--- src/rtl/config_loader_if.sv ---
// Load-side bundle between the host front end and the config loader:
// word handshake plus the completion/readback report.
interface config_loader_if #(
    parameter int ClockConfigWidth = 6,
    parameter int ScaleWidth       = 6
);
    localparam int ShiftRegSize = ClockConfigWidth + 2 * ScaleWidth;

    logic                        loadValid;
    logic                        loadReady;
    logic [ClockConfigWidth-1:0] clockConfigIn;
    logic [ScaleWidth-1:0]       adcScaleIn;
    logic [ScaleWidth-1:0]       dacScaleIn;
    logic                        done;
    logic [ShiftRegSize-1:0]     readbackData;
    logic                        verifyError;

    modport master (
        output loadValid,
        output clockConfigIn,
        output adcScaleIn,
        output dacScaleIn,
        input  loadReady,
        input  done,
        input  readbackData,
        input  verifyError
    );

    modport slave (
        input  loadValid,
        input  clockConfigIn,
        input  adcScaleIn,
        input  dacScaleIn,
        output loadReady,
        output done,
        output readbackData,
        output verifyError
    );
endinterface

--- src/rtl/config_loader.sv ---
// Shifts a config word MSB-first into the store chain while capturing
// the chain's previous contents and checking them against the last write.
module config_loader #(
    parameter int ClockConfigWidth = 6,
    parameter int ScaleWidth       = 6
) (
    input  logic            clk,
    input  logic            resetN,
    config_loader_if.slave  load,
    output logic            serialEn,
    output logic            serialIn,
    input  logic            serialOut
);
    localparam int N  = ClockConfigWidth + 2 * ScaleWidth;
    localparam int CW = $clog2(N);
    localparam logic [CW-1:0] LAST = CW'(N - 1);

    typedef enum logic [1:0] {
        IDLE,
        SHIFT,
        DONE
    } state_t;

    state_t        state;
    logic [CW-1:0] cnt;
    logic [N-1:0]  tx;
    logic [N-1:0]  rx;
    logic [N-1:0]  word;
    logic [N-1:0]  shadow;
    logic [N-1:0]  word_in;
    logic [N-1:0]  rx_next;
    logic          ready_q;
    logic          en_q;
    logic          done_q;
    logic [N-1:0]  rb_q;
    logic          err_q;

    assign word_in = {load.dacScaleIn, load.adcScaleIn,
                      load.clockConfigIn};
    assign rx_next = {rx[N-2:0], serialOut};

    // tx is empty outside SHIFT, so its MSB doubles as the idle-low data
    assign serialIn = tx[N-1];
    assign serialEn = en_q;

    assign load.loadReady    = ready_q;
    assign load.done         = done_q;
    assign load.readbackData = rb_q;
    assign load.verifyError  = err_q;

    always_ff @(posedge clk) begin
        if (!resetN) begin
            state   <= IDLE;
            cnt     <= '0;
            tx      <= '0;
            rx      <= '0;
            word    <= '0;
            shadow  <= '0;
            ready_q <= 1'b1;
            en_q    <= 1'b0;
            done_q  <= 1'b0;
            rb_q    <= '0;
            err_q   <= 1'b0;
        end else begin
            unique case (state)
                IDLE: begin
                    if (load.loadValid) begin
                        tx      <= word_in;
                        word    <= word_in;
                        cnt     <= '0;
                        ready_q <= 1'b0;
                        en_q    <= 1'b1;
                        state   <= SHIFT;
                    end
                end
                SHIFT: begin
                    tx <= {tx[N-2:0], 1'b0};
                    rx <= rx_next;
                    if (cnt == LAST) begin
                        en_q   <= 1'b0;
                        done_q <= 1'b1;
                        rb_q   <= rx_next;
                        err_q  <= (rx_next != shadow);
                        shadow <= word;
                        state  <= DONE;
                    end else begin
                        cnt <= cnt + 1'b1;
                    end
                end
                DONE: begin
                    done_q  <= 1'b0;
                    ready_q <= 1'b1;
                    state   <= IDLE;
                end
                default: state <= IDLE;
            endcase
        end
    end
endmodule

--- src/flat_wrapper.sv ---
// flat-port wrapper written by rule: the top's interface ports become plain ports
module config_loader_flat 
#(
    parameter int ClockConfigWidth = 6,
    parameter int ScaleWidth       = 6
)
  (clk, resetN, serialEn, serialIn, serialOut, load_loadValid, load_clockConfigIn, load_adcScaleIn, load_dacScaleIn, load_loadReady, load_done, load_readbackData, load_verifyError);
  config_loader_if #(.ClockConfigWidth(ClockConfigWidth), .ScaleWidth(ScaleWidth)) load_i ();
  input  logic clk;
  input  logic resetN;
  output logic serialEn;
  output logic serialIn;
  input  logic serialOut;
  input wire logic [$bits(load_i.loadValid)-1:0] load_loadValid;
  input wire logic [$bits(load_i.clockConfigIn)-1:0] load_clockConfigIn;
  input wire logic [$bits(load_i.adcScaleIn)-1:0] load_adcScaleIn;
  input wire logic [$bits(load_i.dacScaleIn)-1:0] load_dacScaleIn;
  output wire logic [$bits(load_i.loadReady)-1:0] load_loadReady;
  output wire logic [$bits(load_i.done)-1:0] load_done;
  output wire logic [$bits(load_i.readbackData)-1:0] load_readbackData;
  output wire logic [$bits(load_i.verifyError)-1:0] load_verifyError;
  assign load_i.loadValid = load_loadValid;
  assign load_i.clockConfigIn = load_clockConfigIn;
  assign load_i.adcScaleIn = load_adcScaleIn;
  assign load_i.dacScaleIn = load_dacScaleIn;
  assign load_loadReady = load_i.loadReady;
  assign load_done = load_i.done;
  assign load_readbackData = load_i.readbackData;
  assign load_verifyError = load_i.verifyError;
  config_loader #(.ClockConfigWidth(ClockConfigWidth), .ScaleWidth(ScaleWidth)) u_core (.clk(clk), .resetN(resetN), .load(load_i), .serialEn(serialEn), .serialIn(serialIn), .serialOut(serialOut));
endmodule
--- config.mk ---
export PLATFORM = sky130hd
export DESIGN_NAME = config_loader_flat
export DESIGN_NICKNAME = d
export VERILOG_FILES = /design/src/rtl/config_loader_if.sv /design/src/rtl/config_loader.sv /design/src/flat_wrapper.sv
export SDC_FILE = /design/constraint.sdc
export NUM_CORES = 1
export LEC_CHECK = 0
export CAP_MARGIN = 20
export CELL_PAD_IN_SITES_DETAIL_PLACEMENT = 2
export CELL_PAD_IN_SITES_GLOBAL_PLACEMENT = 2
export CORE_ASPECT_RATIO = 1.2
export CORE_MARGIN = 2
export CORE_UTILIZATION = 33
export CTS_CLUSTER_DIAMETER = 40
export DETAILED_ROUTE_END_ITERATION = 7
export PLACE_DENSITY = 0.77
export SETUP_SLACK_MARGIN = 0.4
export SLEW_MARGIN = 20
export SYNTH_ARGS = -nofsm -noshare
export SYNTH_HDL_FRONTEND = slang
export SYNTH_SLANG_ARGS = --single-unit
--- constraint.sdc ---
create_clock -name clk -period 1.6 [get_ports clk]
set_input_delay 0.16 -clock clk [delete_from_list [all_inputs] [get_ports clk]]
set_output_delay 0.16 -clock clk [all_outputs]
set_load 0.01 [all_outputs]
; Yosys cells after proc, flatten, opt, wreduce, memory -nomap -nowiden
; Cells that the tools add are included.
[word_totals]
register_bits = 100
mem_bits_rw = 0
memories = 0
latch_bits = 0
output_inout_bits = 23
mem_bits_ro = 0
[op_classes]
reduce_logical = 12
magnitude_cmp = 0
n_mux = 15
n_addsub = 1
bitwise_logic = 0
n_div = 0
n_shift = 0
n_mul = 0
eq_ne = 7
[ops]
columns = op, n
row1 = $pmux W18 S2, 1
row2 = $mux W18, 1
row3 = $ne A18 B18 Y1, 1
row4 = $reduce_and A2 Y1, 6
row5 = $mux W5, 2
row6 = $pmux W5 S2, 1
row7 = $pmux W1 S2, 3
row8 = $reduce_and A3 Y1, 2
row9 = $reduce_bool A2 Y1, 3
row10 = $add A5 B1 Y5 const B, 1
row11 = $eq A5 B5 Y1 const B, 1
row12 = $mux W1, 4
row13 = $mux W2, 2
row14 = $ne A2 B2 Y1 const B, 2
row15 = $pmux W2 S2, 1
row16 = $eq A2 B1 Y1 const B, 1
row17 = $eq A2 B2 Y1 const B, 1
row18 = $logic_not A2 Y1, 1
row19 = $ne A2 B1 Y1 const B, 1

; Longest topological paths before layout
; Gate-level depths: netlist of run 1.
[depth]
depth_word = 3
mapped_depth = 8

; Worst setup path after synthesis of run 1
; Ideal clock, no wire load.
[synth_path]
kind = register to register
startpoint = register u_core.cnt[0]
endpoint = register u_core.err_q (netlist: u_core.load.verifyError)
path_stages_with_launch = 7
t_arrival_ps = 1348
slack_ps = 128
path_buffers = 1
required_ps = 1476
path_cell_list = dfxtp_1 -> ha_1 -> and4bb_2 -> nand2_1 -> buf_4 -> nor4_1 -> a21oi_1
[synth_via]
elab_chain_len = 2
[synth_lines]
columns = item, line_no
row1 = "start, declared", config_loader.sv:25  ; logic [CW-1:0] cnt;
row2 = "start signal, assigned", config_loader.sv:87  ; cnt <= cnt + 1'b1;
row3 = $eq A5 B5 Y1, config_loader.sv:79  ; if (cnt == LAST) begin
row4 = $reduce_and A2 Y1 (no source line), -
row5 = "end signal, assigned", config_loader.sv:83  ; err_q <= (rx_next != shadow);
row6 = "end, declared", config_loader.sv:36  ; logic err_q;
; Every way passes these cells.
; A chain may end at the register's enable or synchronous reset.

; Worst setup path after layout of run 1
[layout_path]
startpoint = register u_core.cnt[1]
endpoint = register u_core.shadow[14]
[layout_via]
elab_chain_len = 2
[layout_lines]
columns = item, line_no
row1 = $eq A5 B5 Y1, config_loader.sv:79
row2 = $reduce_and A2 Y1 (no source line), -
row3 = "end signal, assigned", config_loader.sv:84  ; shadow <= word;
row4 = "end, declared", config_loader.sv:29  ; logic [N-1:0] shadow;
; Every way passes these cells.

==> parameters.txt, run 1 <==
Parameter                              Value

Outcome
  Outcome ... finished with violations
  Failing checks ... negative setup slack

STA
  Max Clk Rate ... 616.2 MHz
  Setup repair after global routing missed its margin ... yes
  Fin Hold WS ... 0.2329 ns
  Time the worst path needs with I/O delays and setup ... 1.623 ns
  Final count of negative-setup-slack endpoints ... 1
  Worst Tran Pin Value ... between 0.4 and 0.5 ns
  Rel. slew slack ... 0.6942
  Largest clock skew in the final design ... 0.01167 ns
  Min setup slack post-route ... -0.02280 ns
  Pins Over Slew Limit ... 0
  Final count of hold timing violations ... 0
  Final Cycle Share ... 1.014

Clock network
  Clock buffers created by TritonCTS ... 9
  CTS root buf ... sky130_fd_sc_hd__clkbuf_16
  TritonCTS Sinks ... 100
  Cts-stage hold buffer count ... 0
  Number of levels the H-tree was split into ... 3
  Clock tree from TritonCTS ... done
  CTS Buffer Depth ... 2
  Clock transition time at the flip-flop clock pins of the worst setup and hold paths ... 0.08 ns
  Clock Latency Late Sink ... ~0.36 ns

Cells and area
  Commonest non-fill, non-tap cell in the layout ... sky130_fd_sc_hd__nand2_1
  Commonest non-fill, non-tap cells in the layout ... sky130_fd_sc_hd__nand2_1, sky130_fd_sc_hd__dfxtp_1, sky130_fd_sc_hd__a21oi_1, sky130_fd_sc_hd__nand2_2, sky130_fd_sc_hd__dlygate4sd2_1
  Synthesis-to-layout area growth ... 54.72%
  Post-route cell area ... 5841 um^2
  Share of post-route cells with drive strength above 1 ... 0.2844
  ANT cells ... 0
  Layout net count ... 564
  Count of fill cells added during filler insertion ... 1129

Worst setup path
  Cell breakdown of the critical path ... inv_4 -> ha_4 -> nand4bb_4 -> nor2_4 -> buf_6 -> clkbuf_16 -> nand2_1 -> a21oi_1
  Endpoint of the worst setup timing path ... u_core.shadow[14]
  Arrival time reported for the critical path endpoint ... 1.89 ns
  Launch point of the worst reg-to-reg path ... u_core.cnt[1]
  Startpoint type of the worst setup path ... flip-flop
  Worst R2R Path Depth ... 8
  Maximum cell stage delay along the critical path ... 0.36 ns
  Critical path class ... reg -> reg
  CP Capture Type ... flip-flop
  Capture instance of the worst register-to-register path ... u_core.shadow[14]
  Worst setup slack for register-to-register paths ... -0.02 ns
  Worst EP required ... 1.87 ns
  Beginning of the critical path ... u_core.cnt[1]
  CP Max Fanout ... 5
  Slowest-stage cell, CP ... sky130_fd_sc_hd__dfxtp_4

Floorplan
  FP Rows ... 42
  Die extent in x ... 101.6 um
  Vertical die dimension ... between 100 and 150 um
  Number of top-level pins ... 45
  Starting Density ... 0.3404
  Area of the core region ... 11090 um^2
  Die area ... 12310 um^2

Yosys
  Number of nets produced by synthesis ... ~490
  Area contributors post-synth ... sky130_fd_sc_hd__dfxtp_1, sky130_fd_sc_hd__nand2_1, sky130_fd_sc_hd__a21oi_1, sky130_fd_sc_hd__xnor2_1, sky130_fd_sc_hd__a31oi_1
  Adder-cell area share of the yosys netlist ... 0.006629
  Share of synthesized cell area in and, or, nand and nor gates ... 0.2224
  Synthesized-area fraction occupied by xor and xnor cells ... 0.04872
  Count of yosys warnings during synthesis ... 0
  Most used flip-flop cell after synthesis ... sky130_fd_sc_hd__dfxtp_1
  Mux cell area share after synthesis ... 0
  Compound-gate portion of the synthesized area ... 0.1505
  Cell type contributing the most total cell area after synthesis ... sky130_fd_sc_hd__dfxtp_1
  Post-synthesis async set-or-reset flop share ... 0
  Number of enable flip-flop cells after synthesis ... 0
  Count of state elements after synthesis ... 100
  Gate Count Post-Synth ... between 400 and 500
  Mean instance size in the synthesized netlist ... 8.171 um^2
  Top cell type's share of synthesized area ... 0.5303
  Cell area after synthesis ... 3775 um^2
  Combinational family with the most area after synthesis ... simple AND/OR/NAND/NOR gates
  Number of distinct library cells after synthesis ... 28
  Share of the yosys chip area belonging to registers ... 0.5303

Power and ir drop
  Cell area power density ... 1001 nW/um^2
  Leakage power ... roughly 0.0022 uW
  Logic pwr share ... 0.108
  Switching share of power ... 0.2552
  Maximum vdd drop ... 479.0 uV
  Portion of total power attributed to sequential cells ... 0.451
  Net switching power of the design ... 1492 uW
  Share of total power in the clock network ... 0.441
  Int Pwr ... roughly 4400 uW

Worst hold path
  Worst min-delay path category ... in -> reg

Detailed routing
  Wire length per cell after detailed routing ... ~26 um
  Initial DRC Count ... about 150
  Via count ... 3753
  Via density ... 5.369
  Drt total wl ... 18000 um
  Antenna-violating nets left ... 0
  Router iterations before antenna repair ... 4
  Number of remaining DRC errors ... 0

Placed design
  Post-DP Area ... 4483 um^2
  Half-perimeter wire length after detailed placement ... 7028 um
  Last weighted congestion value of the routability-driven placer ... roughly 0.74
  PortBufs ... 44

Global routing
  Gr usage total ... 0.2570
  Global route overflow ... 0
  Largest net degree at the start of global routing ... 84
  Initial antenna violation count ... 0
  Via count of the first global-routing pass ... 4012
  Global-route wire length before repair ... 23580 um

Flow run
  Max-capacitance violation count ... 0
flip-flops by register name, summed over array words and instances (netlist names):
name                      flops
u_core.state                  2
u_core.rx                    17
u_core.shadow                18
u_core.serialEn               1
u_core.tx                    18
u_core.load.verifyError       1
u_core.load.readbackData     18
u_core.cnt                    5
u_core.load.done              1
u_core.load.loadReady         1
u_core.word                  18
synthesized netlist by cell type (all sizes together), types with 2 or more instances:
master	n
nand4	4
dfxtp	100
xor2	5
or3	2
nand2b	2
inv	3
xnor2	16
o21ai	3
a31oi	17
o2111ai	2
clkbuf	12
nand3	2
a21boi	11
a21oi	66
buf	17
nor2	10
nand2	179
ha	2
nor3	2
final cells by class:
type	count	area, um^2	share of cell area
multi-input cells	331	2034	0.3483
inverters	3	13.76	0.002356
clock buffers	13	270.3	0.04627
clock inverters	3	67.56	0.01157
well taps	154	192.7	0.03299
flip-flops and latches	100	2017	0.3453
repair buffers	95	1245	0.2132
power groups by stage:
stage	sequential, uW	clock [uW]	combinational, uW
after global routing	2650	2670	660
after CTS	2610	2510	528
after detailed placement	2670	0	375
after global placement	2660	0	362
final	2640	2580	632
after floorplan	2650	0	205
worst max-delay path, delay by kind of cell, from the launching register on:
kind / cells / cell delay [ns]
buffers and inverters: 3 / 0.39
adder cells (fa/ha/maj): 1 / 0.15
flip-flops: 1 / 0.36
AND/OR/NAND/NOR: 3 / 0.41
AO/OA/AOI/OAI: 1 / 0.22
cells by family (layout without fill, tap and decap cells):
group	after synthesis	in the layout
DFF	100	100
and+or+nand+nor	206	207
adders and majority gates	2	2
AOI/OAI and AO/OA	101	101
xor gates and xnor gates	21	21
buffers and inverters	32	114
worst min path at each step:
| stage | cells after the start | end | startpoint | slack, ns |
|---|---|---|---|---|
| final | 4 | u_core.load.loadReady | load_loadValid | 0.23 |
| after global routing | 4 | u_core.load.loadReady | load_loadValid | 0.28 |
| after CTS | 3 | u_core.word[10] | load_adcScaleIn[4] | 0.41 |
| after detailed placement | 2 | u_core.load.readbackData[5] | u_core.load.readbackData[5] | 0.45 |
| after global placement | 2 | u_core.load.readbackData[14] | u_core.load.readbackData[14] | 0.44 |
| after floorplan | 2 | u_core.rx[0] | serialOut | 0.30 |
repair_timing:
action,CTS,global route
endpoints found under the setup margin,120,100
setup buffers,16,5
resized for setup,87,77
pin swaps,28,56
cloned,11,4
per-layer routing:
layer,vias to the layer above,wire length (um),track usage
li1,1680,-,-
met1,1890,7112,0.2962
met2,126,9303,0.4564
met3,57,625,0.03629
met4,0,960,0.1275
met5,-,0,0
metrics by stage:
stage          TNS [ns]  cells  power, uW  utilization  setup slack (ns)
2_1_floorplan         0    462       2858            -            0.2322
3_3_place_gp          0    647       3023       0.4043           0.07529
3_5_place_dp          0    647       3040       0.4043           0.01117
4_1_cts               0    690       5649       0.4895            0.1656
5_1_grt         -0.1887    699       5979       0.5267          -0.07017
6_report       -0.02280    699       5849       0.5267          -0.02280
(Power assumes the default switching activity.)
==> run 2: changes to the inputs <==
--- a/config.mk
+++ b/config.mk
@@ -5,7 +5,6 @@
 export SDC_FILE = /design/constraint.sdc
 export NUM_CORES = 1
 export LEC_CHECK = 0
-export CAP_MARGIN = 20
 export CELL_PAD_IN_SITES_DETAIL_PLACEMENT = 2
 export CELL_PAD_IN_SITES_GLOBAL_PLACEMENT = 2
 export CORE_ASPECT_RATIO = 1.2
==> results of run 2 <==
Same layout as run 1: the final DEF is identical, and so are final timing and power.
==> run 3: changes to the inputs <==
--- a/config.mk
+++ b/config.mk
@@ -12,7 +12,7 @@
 export CORE_UTILIZATION = 33
 export CTS_CLUSTER_DIAMETER = 40
 export DETAILED_ROUTE_END_ITERATION = 7
-export PLACE_DENSITY = 0.77
+export PLACE_DENSITY_LB_ADDON = 0.05
 export SETUP_SLACK_MARGIN = 0.4
 export SLEW_MARGIN = 20
 export SYNTH_ARGS = -nofsm -noshare
==> parameters.txt, run 3 (same netlist as run 1, synthesis figures left out) <==
Parameter                              Value

Outcome
  Outcome ... complete, no violations

Worst setup path
  Cell breakdown of the critical path ... nor3b_4 -> buf_4 -> buf_12 -> nor2_4 -> buf_12 -> nand2_2 -> a31oi_1
  CP Max Fanout ... 8
  CP bufs+invs ... 3
  Slowest-stage cell, CP ... sky130_fd_sc_hd__dfxtp_4
  Worst EP required ... about 1.9 ns
  Family of cells with the greatest summed delay on the critical path ... buffers and inverters
  Arrival time reported for the critical path endpoint ... 1.83 ns
  CP Capture Type ... flip-flop
  Maximum cell stage delay along the critical path ... 0.40 ns
  Startpoint type of the worst setup path ... flip-flop
  Critical path class ... reg -> reg
  Crit path top cell by count ... sky130_fd_sc_hd__buf_12

STA
  Rel. slew slack ... 0.7639
  Final count of hold timing violations ... 0
  Final count of negative-setup-slack endpoints ... 0
  Time the worst path needs with I/O delays and setup ... around 1.6 ns
  Largest clock skew in the final design ... 0.008917 ns
  Worst Tran Pin Value ... 0.3517 ns
  Max Clk Rate ... about 640 MHz
  Setup repair after global routing missed its margin ... yes
  Final Cycle Share ... 0.9735
  Pins Over Slew Limit ... 0

Detailed routing
  Antenna-violating nets left ... 0
  Via density ... 5.229
  Wire length per cell after detailed routing ... 24.70 um
  Via count ... about 3700
  Initial DRC Count ... 140
  Router iterations before antenna repair ... 4
  Drt total wl ... between 15000 and 20000 um
  Number of remaining DRC errors ... 0

Placed design
  Half-perimeter wire length after detailed placement ... 6903 um
  PortBufs ... 44
  Post-DP Area ... roughly 4500 um^2
  Last weighted congestion value of the routability-driven placer ... 0.7600

Global routing
  Via count of the first global-routing pass ... 3735
  Initial antenna violation count ... 0
  Global-route wire length before repair ... 20300 um
  Gr usage total ... 0.2180
  Largest net degree at the start of global routing ... 51
  Global route overflow ... 0

Clock network
  Clock transition time at the flip-flop clock pins of the worst setup and hold paths ... 0.07 ns
  Clock tree from TritonCTS ... done
  TritonCTS Sinks ... 100
  Clock Latency Late Sink ... 0.36 ns
  CTS Buffer Depth ... 2
  Number of levels the H-tree was split into ... 3
  Clock buffers created by TritonCTS ... 9
  CTS root buf ... sky130_fd_sc_hd__clkbuf_16

Power and ir drop
  Cell area power density ... 913.9 nW/um^2
  Maximum vdd drop ... 592.6 uV
  Leakage power ... 0.002521 uW
  Total power ... 5619 uW

Floorplan
  Number of top-level pins ... 45
  Starting Density ... 0.3404
  Vertical die dimension ... around 120 um
  FP Rows ... 42
  Die extent in x ... 101.6 um
  Die area ... about 12000 um^2
  Area of the core region ... roughly 11000 um^2

Cells and area
  Share of post-route cells with drive strength above 1 ... 0.3869
  ANT cells ... 0
  Layout net count ... 567
  Post-route cell area ... 6148 um^2
  Commonest non-fill, non-tap cell in the layout ... sky130_fd_sc_hd__nand2_1
  Commonest non-fill, non-tap cells in the layout ... sky130_fd_sc_hd__nand2_1, sky130_fd_sc_hd__dfxtp_1, sky130_fd_sc_hd__nand2_4, sky130_fd_sc_hd__a21oi_2, sky130_fd_sc_hd__nand2_2
  Synthesis-to-layout area growth ... 62.88%

Worst hold path
  Worst min-delay path category ... in -> reg

Flow run
  Max-capacitance violation count ... 0
run 3: changes by cell type in the layout (fill, tap and decap cells not counted), moves of 3 or more:
cell / delta
sky130_fd_sc_hd__clkbuf_8: -3
sky130_fd_sc_hd__a21oi_2: +34
sky130_fd_sc_hd__nand2_4: +28
sky130_fd_sc_hd__a21oi_1: -34
sky130_fd_sc_hd__dfxtp_2: +3
sky130_fd_sc_hd__buf_16: -3
sky130_fd_sc_hd__nand2_2: -10
sky130_fd_sc_hd__nand2_1: -18
sky130_fd_sc_hd__buf_6: +4
sky130_fd_sc_hd__clkinv_2: +3
run 3: worst paths after layout:
check,start,end,slack [ns],cells after the start
worst max-delay path,u_core.state[0],u_core.tx[13],0.04,7
worst min-delay path,load_adcScaleIn[4],u_core.word[10],0.42,3
worst max register to register,u_core.state[0],u_core.tx[13],0.04,7
worst min register to register,u_core.load.readbackData[2],u_core.load.readbackData[2],0.45,2
run 3: what timing repair did:
item,4_1_cts,5_1_grt
hold buffers,0,0
pin swaps,19,101
resized for setup,88,174
gates cloned,8,5
endpoints found under the setup margin,120,101
setup buffers,15,12
run 3: per-layer routing:
layer	vias to the layer above	wire length (um)	global-route usage
met2	89	9233	0.3927
met1	1857	6777	0.2581
met4	0	644	0.07095
met5	-	0	0
li1	1689	-	-
met3	36	684	0.03744
run 3: area by class of cell:
| cell class | instances | area (um^2) |
|---|---|---|
| fillers | 1087 | 4940 |
| multi-input cells | 331 | 2386 |
| flip-flops and latches | 100 | 2017 |
| repair buffers | 98 | 1256 |
| clock buffers | 11 | 232.7 |
| well taps | 154 | 192.7 |
| clock inverters | 5 | 52.55 |
| inverters | 3 | 11.26 |
run 3: per-stage QoR:
step	util	instances	hold slack [ns]	setup slack, ns	setup TNS [ns]
after floorplan	-	462	0.2960	0.2322	0
after global placement	0.4048	646	0.4386	0.08787	0
after detailed placement	0.4048	646	0.4475	0.03798	0
after CTS	0.4764	685	0.3933	0.1798	0
after global routing	0.5545	702	0.4243	-0.01328	-0.01930
final	0.5545	702	0.4214	0.04243	0
run 3: power by group:
| part | leakage, uW | switching, uW | internal [uW] |
|---|---|---|---|
| clock | 0.000139 | 1030 | 1210 |
| combinational | 0.00157 | 390 | 347 |
| sequential | 0.000816 | 83.5 | 2560 |
| total | 0.00252 | 1510 | 4110 |
run 3: worst reg2reg max path: cells and delay by family, from the launching register on:
kind	cells	cell delay (ns)
buf+inv	3	0.48
flops	1	0.40
compound gates	1	0.24
simple gates	3	0.34
